File: src/rtl/emern_vga_pkg.sv
// emern_vga_pkg
//   Shared timing constants for the 640x480@60 raster generator and the pixel
//   core that consumes its position outputs.
//   Contents:
//     DEF_* timing defaults (active, porch, sync widths) and derived totals
//     DEF_HS_*/DEF_VS_* sync window bounds (start inclusive, end exclusive)
//     ACTIVE_COLS/ACTIVE_ROWS  active-area limits seen by the pixel core
//     vga_out_t                the registered output bundle of the generator
//     vga_reset_out()          value of that bundle while in reset
package emern_vga_pkg;

  localparam int DEF_H_ACTIVE = 640;
  localparam int DEF_H_FP     = 16;
  localparam int DEF_H_SYNC   = 96;
  localparam int DEF_H_BP     = 48;
  localparam int DEF_V_ACTIVE = 480;
  localparam int DEF_V_FP     = 10;
  localparam int DEF_V_SYNC   = 2;
  localparam int DEF_V_BP     = 33;

  localparam int DEF_H_TOTAL = DEF_H_ACTIVE + DEF_H_FP + DEF_H_SYNC + DEF_H_BP; // 800
  localparam int DEF_V_TOTAL = DEF_V_ACTIVE + DEF_V_FP + DEF_V_SYNC + DEF_V_BP; // 525

  localparam int DEF_HS_START = DEF_H_ACTIVE + DEF_H_FP;      // 656
  localparam int DEF_HS_END   = DEF_HS_START + DEF_H_SYNC;    // 752
  localparam int DEF_VS_START = DEF_V_ACTIVE + DEF_V_FP;      // 490
  localparam int DEF_VS_END   = DEF_VS_START + DEF_V_SYNC;    // 492

  localparam int ACTIVE_COLS = 640;
  localparam int ACTIVE_ROWS = 480;

  localparam int CNT_W = 10;
  localparam int COL_W = 10;
  localparam int ROW_W = 9;

  typedef struct packed {
    logic             hsync;
    logic             vsync;
    logic             cmp_en;
    logic [COL_W-1:0] col;
    logic [ROW_W-1:0] row;
    logic             frame_start;
    logic             line_start;
  } vga_out_t;

  // Syncs are active-low, so their idle level is 1; everything else idles at 0.
  function automatic vga_out_t vga_reset_out();
    vga_out_t o;
    o             = '0;
    o.hsync       = 1'b1;
    o.vsync       = 1'b1;
    return o;
  endfunction

endpackage

File: src/rtl/emern_vga_timing_counter.sv
// emern_wrap_counter
//   Modulo-(MAX+1) up counter with synchronous active-high reset.
//   Ports:
//     clk   in   clock
//     rst   in   synchronous reset, clears cnt
//     inc   in   advance by one this cycle
//     cnt   out  current count, 0..MAX
//     wrap  out  high while cnt sits at MAX (the next inc returns it to 0);
//                combinational, so a cascaded counter can qualify its own inc
module emern_wrap_counter #(
  parameter int MAX   = 1,
  parameter int WIDTH = 1
) (
  input  logic             clk,
  input  logic             rst,
  input  logic             inc,
  output logic [WIDTH-1:0] cnt,
  output logic             wrap
);

  localparam logic [WIDTH-1:0] MAX_C = WIDTH'(MAX);

  assign wrap = (cnt == MAX_C);

  always_ff @(posedge clk) begin
    if (rst) begin
      cnt <= '0;
    end else if (inc) begin
      cnt <= wrap ? '0 : cnt + 1'b1;
    end
  end

endmodule

File: src/rtl/emern_vga_timing.sv
// emern_vga_timing
//   Raster timing generator: horizontal and vertical wrap-around counters
//   followed by a registered decode stage. Every output is a flop, and the
//   outputs describe the position the counters held on the previous tick.
//   Ports:
//     clk          in   pixel clock (or 2x pixel clock with the divider)
//     rst          in   synchronous reset, active-high, wins over en
//     en           in   advance enable; low freezes counters and outputs
//     hsync        out  horizontal sync, active-low
//     vsync        out  vertical sync, active-low
//     cmp_en       out  decoded position lies inside the active area
//     pixel_col    out  active column, 0 outside the active area
//     pixel_row    out  active row, 0 outside the active area
//     frame_start  out  decoded position is (0,0)
//     line_start   out  decoded horizontal position is 0 (every line)
//   Build option:
//     EMERN_VGA_CLKDIV2_EN  advance only on every second enabled cycle so the
//                           block can run from a 2x pixel clock; outputs then
//                           hold for two clk cycles per position.
module emern_vga_timing
  import emern_vga_pkg::*;
#(
  parameter int H_ACTIVE = DEF_H_ACTIVE,
  parameter int H_FP     = DEF_H_FP,
  parameter int H_SYNC   = DEF_H_SYNC,
  parameter int H_BP     = DEF_H_BP,
  parameter int V_ACTIVE = DEF_V_ACTIVE,
  parameter int V_FP     = DEF_V_FP,
  parameter int V_SYNC   = DEF_V_SYNC,
  parameter int V_BP     = DEF_V_BP
) (
  input  logic             clk,
  input  logic             rst,
  input  logic             en,
  output logic             hsync,
  output logic             vsync,
  output logic             cmp_en,
  output logic [COL_W-1:0] pixel_col,
  output logic [ROW_W-1:0] pixel_row,
  output logic             frame_start,
  output logic             line_start
);

  localparam int H_TOTAL = H_ACTIVE + H_FP + H_SYNC + H_BP;
  localparam int V_TOTAL = V_ACTIVE + V_FP + V_SYNC + V_BP;

  localparam logic [CNT_W-1:0] H_ACT_C    = CNT_W'(H_ACTIVE);
  localparam logic [CNT_W-1:0] V_ACT_C    = CNT_W'(V_ACTIVE);
  localparam logic [CNT_W-1:0] HS_START_C = CNT_W'(H_ACTIVE + H_FP);
  localparam logic [CNT_W-1:0] HS_END_C   = CNT_W'(H_ACTIVE + H_FP + H_SYNC);
  localparam logic [CNT_W-1:0] VS_START_C = CNT_W'(V_ACTIVE + V_FP);
  localparam logic [CNT_W-1:0] VS_END_C   = CNT_W'(V_ACTIVE + V_FP + V_SYNC);

  logic             tick;
  logic [CNT_W-1:0] h_cnt;
  logic [CNT_W-1:0] v_cnt;
  logic             h_wrap;
  logic             v_wrap;
  vga_out_t         dec;
  vga_out_t         out_q;

`ifdef EMERN_VGA_CLKDIV2_EN
  // div resets to 1 so the very first enabled cycle after reset is a tick.
  logic div;

  always_ff @(posedge clk) begin
    if (rst) begin
      div <= 1'b1;
    end else if (en) begin
      div <= ~div;
    end
  end

  assign tick = en && div;
`else
  assign tick = en;
`endif

  emern_wrap_counter #(
    .MAX   (H_TOTAL - 1),
    .WIDTH (CNT_W)
  ) u_h_cnt (
    .clk  (clk),
    .rst  (rst),
    .inc  (tick),
    .cnt  (h_cnt),
    .wrap (h_wrap)
  );

  // The line counter moves only on the tick that takes h from its last value back to 0.
  emern_wrap_counter #(
    .MAX   (V_TOTAL - 1),
    .WIDTH (CNT_W)
  ) u_v_cnt (
    .clk  (clk),
    .rst  (rst),
    .inc  (tick && h_wrap),
    .cnt  (v_cnt),
    .wrap (v_wrap)
  );

  // v_wrap is only of interest to a cascaded stage; nothing above the frame exists.
  logic v_wrap_unused;
  assign v_wrap_unused = v_wrap;

  always_comb begin
    dec             = '0;
    dec.hsync       = ~((h_cnt >= HS_START_C) && (h_cnt < HS_END_C));
    dec.vsync       = ~((v_cnt >= VS_START_C) && (v_cnt < VS_END_C));
    dec.cmp_en      = (h_cnt < H_ACT_C) && (v_cnt < V_ACT_C);
    dec.col         = dec.cmp_en ? h_cnt : '0;
    dec.row         = dec.cmp_en ? v_cnt[ROW_W-1:0] : '0;
    dec.frame_start = (h_cnt == '0) && (v_cnt == '0);
    dec.line_start  = (h_cnt == '0);
  end

  always_ff @(posedge clk) begin
    if (rst) begin
      out_q <= vga_reset_out();
    end else if (tick) begin
      out_q <= dec;
    end
  end

  assign hsync       = out_q.hsync;
  assign vsync       = out_q.vsync;
  assign cmp_en      = out_q.cmp_en;
  assign pixel_col   = out_q.col;
  assign pixel_row   = out_q.row;
  assign frame_start = out_q.frame_start;
  assign line_start  = out_q.line_start;

endmodule

File: config.mk
export PLATFORM = sky130hd
export DESIGN_NAME = emern_vga_timing
export DESIGN_NICKNAME = d
export VERILOG_FILES = /design/src/rtl/emern_vga_pkg.sv /design/src/rtl/emern_vga_timing_counter.sv /design/src/rtl/emern_vga_timing.sv
export SDC_FILE = /design/constraint.sdc
export NUM_CORES = 1
export LEC_CHECK = 0
export CAP_MARGIN = 15
export CORE_ASPECT_RATIO = 0.75
export CORE_UTILIZATION = 57
export DETAILED_ROUTE_END_ITERATION = 10
export HOLD_SLACK_MARGIN = 0.06
export PLACE_DENSITY = 0.84
export SKIP_CTS_REPAIR_TIMING = 1
export SKIP_LAST_GASP = 1
export SYNTH_ARGS = -nofsm -noshare
export SYNTH_HDL_FRONTEND = slang
export SYNTH_SLANG_ARGS = --single-unit
File: constraint.sdc
create_clock -name clk -period 3.05 [get_ports clk]
set_clock_uncertainty 0.15 [all_clocks]
set_input_delay 0.305 -clock clk [delete_from_list [all_inputs] [get_ports clk]]
set_output_delay 0.305 -clock clk [all_outputs]
set_load 0.005 [all_outputs]
==> reports/metrics.json <==
{
  "hpwl": {"value": 2930, "unit": "µm"},
  "clk_latency": {"value": 290, "unit": "ps"},
  "grt_first_pass_wirelength": {"value": 7030, "unit": "µm"},
  "ys.warnings.count": {"value": 0},
  "synthesized_area_fraction_occupied_by_xor_and_xnor_cells": {"value": 0.0559},
  "diodes": {"value": 0},
  "synth.ff_latch_count": {"value": 44},
  "crit-reg2reg-capture": {"value": "u_v_cnt.cnt[5]"},
  "critical_path_required": {"value": 3060, "unit": "ps"},
  "synthesis.area_per_instance": {"value": 9.60, "unit": "µm²"},
  "mappedNetlistNets": {"value": 204},
  "ant_nets": {"value": 0},
  "hp-class": {"value": "flip-flop to flip-flop"},
  "detail_route.wl_per_cell": {"value": 16.2, "unit": "µm"},
  "layout-drive-gt1-share": {"value": 0.0642},
  "clkSlewWorstSetupHoldPaths": {"value": 80, "unit": "ps"},
  "synth_fa_ha_area_frac": {"value": 0.0332},
  "cts.htree.levels": {"value": 2},
  "syn_inst": {"value": 196},
  "tightest_slew": {"value": 1150, "unit": "ps"},
  "synthMostInstantiatedCell": {"value": "dfxtp_1"},
  "stage_delay_of_the_slowest_cell_on_the_critical_path": {"value": 530, "unit": "ps"},
  "irDropWorstVdd": {"value": 0.000392, "unit": "V"},
  "report.final.slew_viol_count": {"value": 0},
  "met2_wirelength": {"value": 1800, "unit": "µm"},
  "n_fill_cell": {"value": 219},
  "criticalPathCategory": {"value": "flip-flop to flip-flop"},
  "synth.largest_area_cell": {"value": "dfxtp_1"},
  "drc_errors": {"value": 0},
  "crit_start": {"value": "u_h_cnt.cnt[0]"},
  "die_width": {"value": 68.3, "unit": "µm"},
  "outcome": {"value": "finished clean"},
  "drt-vias-per-instance": {"value": 6.25},
  "globalRouteTotalUtil": {"value": 0.271},
  "detail_route.first_pass.iterations": {"value": 4},
  "distinct_cell_type_count_after_synthesis": {"value": 39},
  "row_count": {"value": 17},
  "startpoint_type_of_the_worst_setup_path": {"value": "flip-flop"},
  "highest-signal-layer": {"value": "met4"},
  "clk_root_buffer_cell": {"value": "clkbuf_8"},
  "post-route-util": {"value": 0.748},
  "final_nets": {"value": 226},
  "cp_slowest_cell": {"value": "o21ai_0"},
  "synth-async-reset-ratio": {"value": 0},
  "max-cap-violations": {"value": 0},
  "setup-violations-final": {"value": 0},
  "io_pins": {"value": 27},
  "dominantRegCellSynth": {"value": "dfxtp_1"},
  "synth.top_cell.area_share": {"value": 0.468},
  "grt_pass1_vias": {"value": 1471},
  "slew_headroom": {"value": 0.233},
  "ys_top_cells_by_area": {"value": "dfxtp_1 (47%), a22o_1 (7.4%), ha_1 (3.3%)"},
  "wl": {"value": 4140, "unit": "µm"},
  "final.period_utilization": {"value": 0.704},
  "timing.critical_path.to": {"value": "u_v_cnt.cnt[5]"},
  "powerDensity": {"value": 506, "unit": "mW/mm²"},
  "tritoncts": {"value": "yes"},
  "clock_sink_count": {"value": 44},
  "area_growth": {"value": 20.9, "unit": "%"},
  "synth_seq_area_share": {"value": 0.468},
  "synth_mux_area_frac": {"value": 0.0106},
  "vias": {"value": 1599},
  "cts.path.max_buffers": {"value": 2},
  "synth-edff-count": {"value": 0},
  "power": {"value": 0.00115, "unit": "W"},
  "gp_congestion": {"value": 0.844},
  "timing.critical_path.to_type": {"value": "flip-flop"},
  "setup_tns": {"value": 0, "unit": "ps"},
  "place.port_buffers": {"value": 26},
  "numCtsBuffers": {"value": 5},
  "timing.reg2reg.setup_slack": {"value": 900, "unit": "ps"},
  "grt_start_max_net_pins": {"value": 20},
  "m1WireLength": {"value": 1960, "unit": "µm"},
  "floorplan_die_height": {"value": 51.8, "unit": "µm"},
  "power.static_leakage": {"value": 0.829, "unit": "nW"},
  "reg2reg_depth": {"value": 5},
  "overflow": {"value": 0},
  "synth_simple_gate_area_frac": {"value": 0.239},
  "path_max_fanout": {"value": 9},
  "r2r_start": {"value": "u_h_cnt.cnt[0]"},
  "dr_wl_met3": {"value": 336, "unit": "µm"},
  "minimum_clock_period_after_layout": {"value": 2150, "unit": "ps"},
  "synth.cells.most_frequent": {"value": "dfxtp_1 (44), a22o_1 (16), nand3_1 (11), nor3_1 (11), nor2_1 (10)"},
  "unrepaired_setup_endpoints_after_global_routing": {"value": "no"},
  "worstPathArrival": {"value": 2160, "unit": "ps"},
  "initial_standard_cell_utilization_of_the_core": {"value": 0.619},
  "crit_path_cell_trace": {"value": "ha_1 > and4_1 > nand3_4 > o21ai_0 > nor2_1"},
  "antenna_violations_before_repair": {"value": 0},
  "synth_top_family_by_area": {"value": "simple AND/OR/NAND/NOR gates"},
  "maximum_clock_rate": {"value": 0.466, "unit": "GHz"},
  "core_area": {"value": 0.00304, "unit": "mm²"},
  "post_synth_instance_area": {"value": 0.00188, "unit": "mm²"},
  "die_area": {"value": 0.00354, "unit": "mm²"},
  "synth-compound-area-share": {"value": 0.145},
  "hold_violations": {"value": 0},
  "drt_iter0_drc": {"value": 174}
}
[report_power, final]
group / internal (W) / switching [W] / total, W
Combinational: 0.0000256 / 0.0000290 / 0.0000547
Sequential: 0.000582 / 0.00000697 / 0.000589
Clock: 0.000322 / 0.000186 / 0.000509
Total: 0.000930 / 0.000222 / 0.00115
[area by class of cell]
class / instances / area, µm² / share of cell area
flip-flops and latches: 44 / 881 / 0.387
multi-input cells: 131 / 910 / 0.400
well taps: 38 / 47.5 / 0.0209
clock inverters: 2 / 60.1 / 0.0264
clock buffers: 5 / 68.8 / 0.0302
inverters: 7 / 26.3 / 0.0115
repair buffers: 29 / 283 / 0.124
[placed cells by master, fill, tap and decap left out, types with 9 or more instances in the layout]
master / instances
dfxtp_1: 44
clkdlybuf4s50_1: 26
a22o_1: 16
nand3_1: 11
nor3_1: 11
nor2_1: 10
a21oi_1: 9
[state kept, by name, summed over array words and instances (netlist names)]
signal and cells:
pixel_col 10, u_h_cnt.cnt 10, vsync 1, hsync 1
u_v_cnt.cnt 10, frame_start 1, cmp_en 1, pixel_row 9
line_start 1
[metal layers]
metal / track usage / vias to the layer above
met5: 0 / -
met4: 0.0868 / 0
met3: 0.0833 / 9
met2: 0.381 / 75
met1: 0.390 / 756
li1: - / 759
[through the flow]
step | instances | setup WS [ps] | area, µm² | hold slack [ps]
2_1_floorplan | 196 | 1240 | 1880 | 312
3_3_place_gp | 249 | 825 | 2150 | 310
3_5_place_dp | 249 | 759 | 2150 | 322
4_1_cts | 256 | 893 | 2280 | 341
5_1_grt | 256 | 678 | 2280 | 363
6_report | 256 | 902 | 2280 | 338
[how the worst min path moves through the flow]
stage / startpoint / endpoint / slack, ps / cells past startpoint
finish: pixel_row[8] / pixel_row[8] / 340 / 1
global route: pixel_col[1] / pixel_col[1] / 360 / 1
CTS: pixel_col[5] / pixel_col[5] / 340 / 1
detailed placement: pixel_col[5] / pixel_col[5] / 320 / 1
global placement: pixel_col[8] / pixel_col[8] / 310 / 2
floorplan: pixel_col[8] / pixel_col[8] / 310 / 2
[critical path: cells and delay by family, from the launching register on]
kind,cells,cell delay (ps)
AND/OR/NAND/NOR,3,720
adder cells (fa/ha/maj),1,200
flip-flops,1,430
AO/OA/AOI/OAI,1,530
[cells by family (layout without fill, tap and decap cells)]
group | after synthesis | count (layout)
multiplexers | 2 | 2
buffers and inverters | 21 | 43
adder cells (fa/ha/maj) | 5 | 5
AO/OA/AOI/OAI | 37 | 37
flip-flops | 44 | 44
AND/OR/NAND/NOR | 75 | 75
XOR/XNOR | 12 | 12
Note: power is estimated with default switching activity, not from simulation.
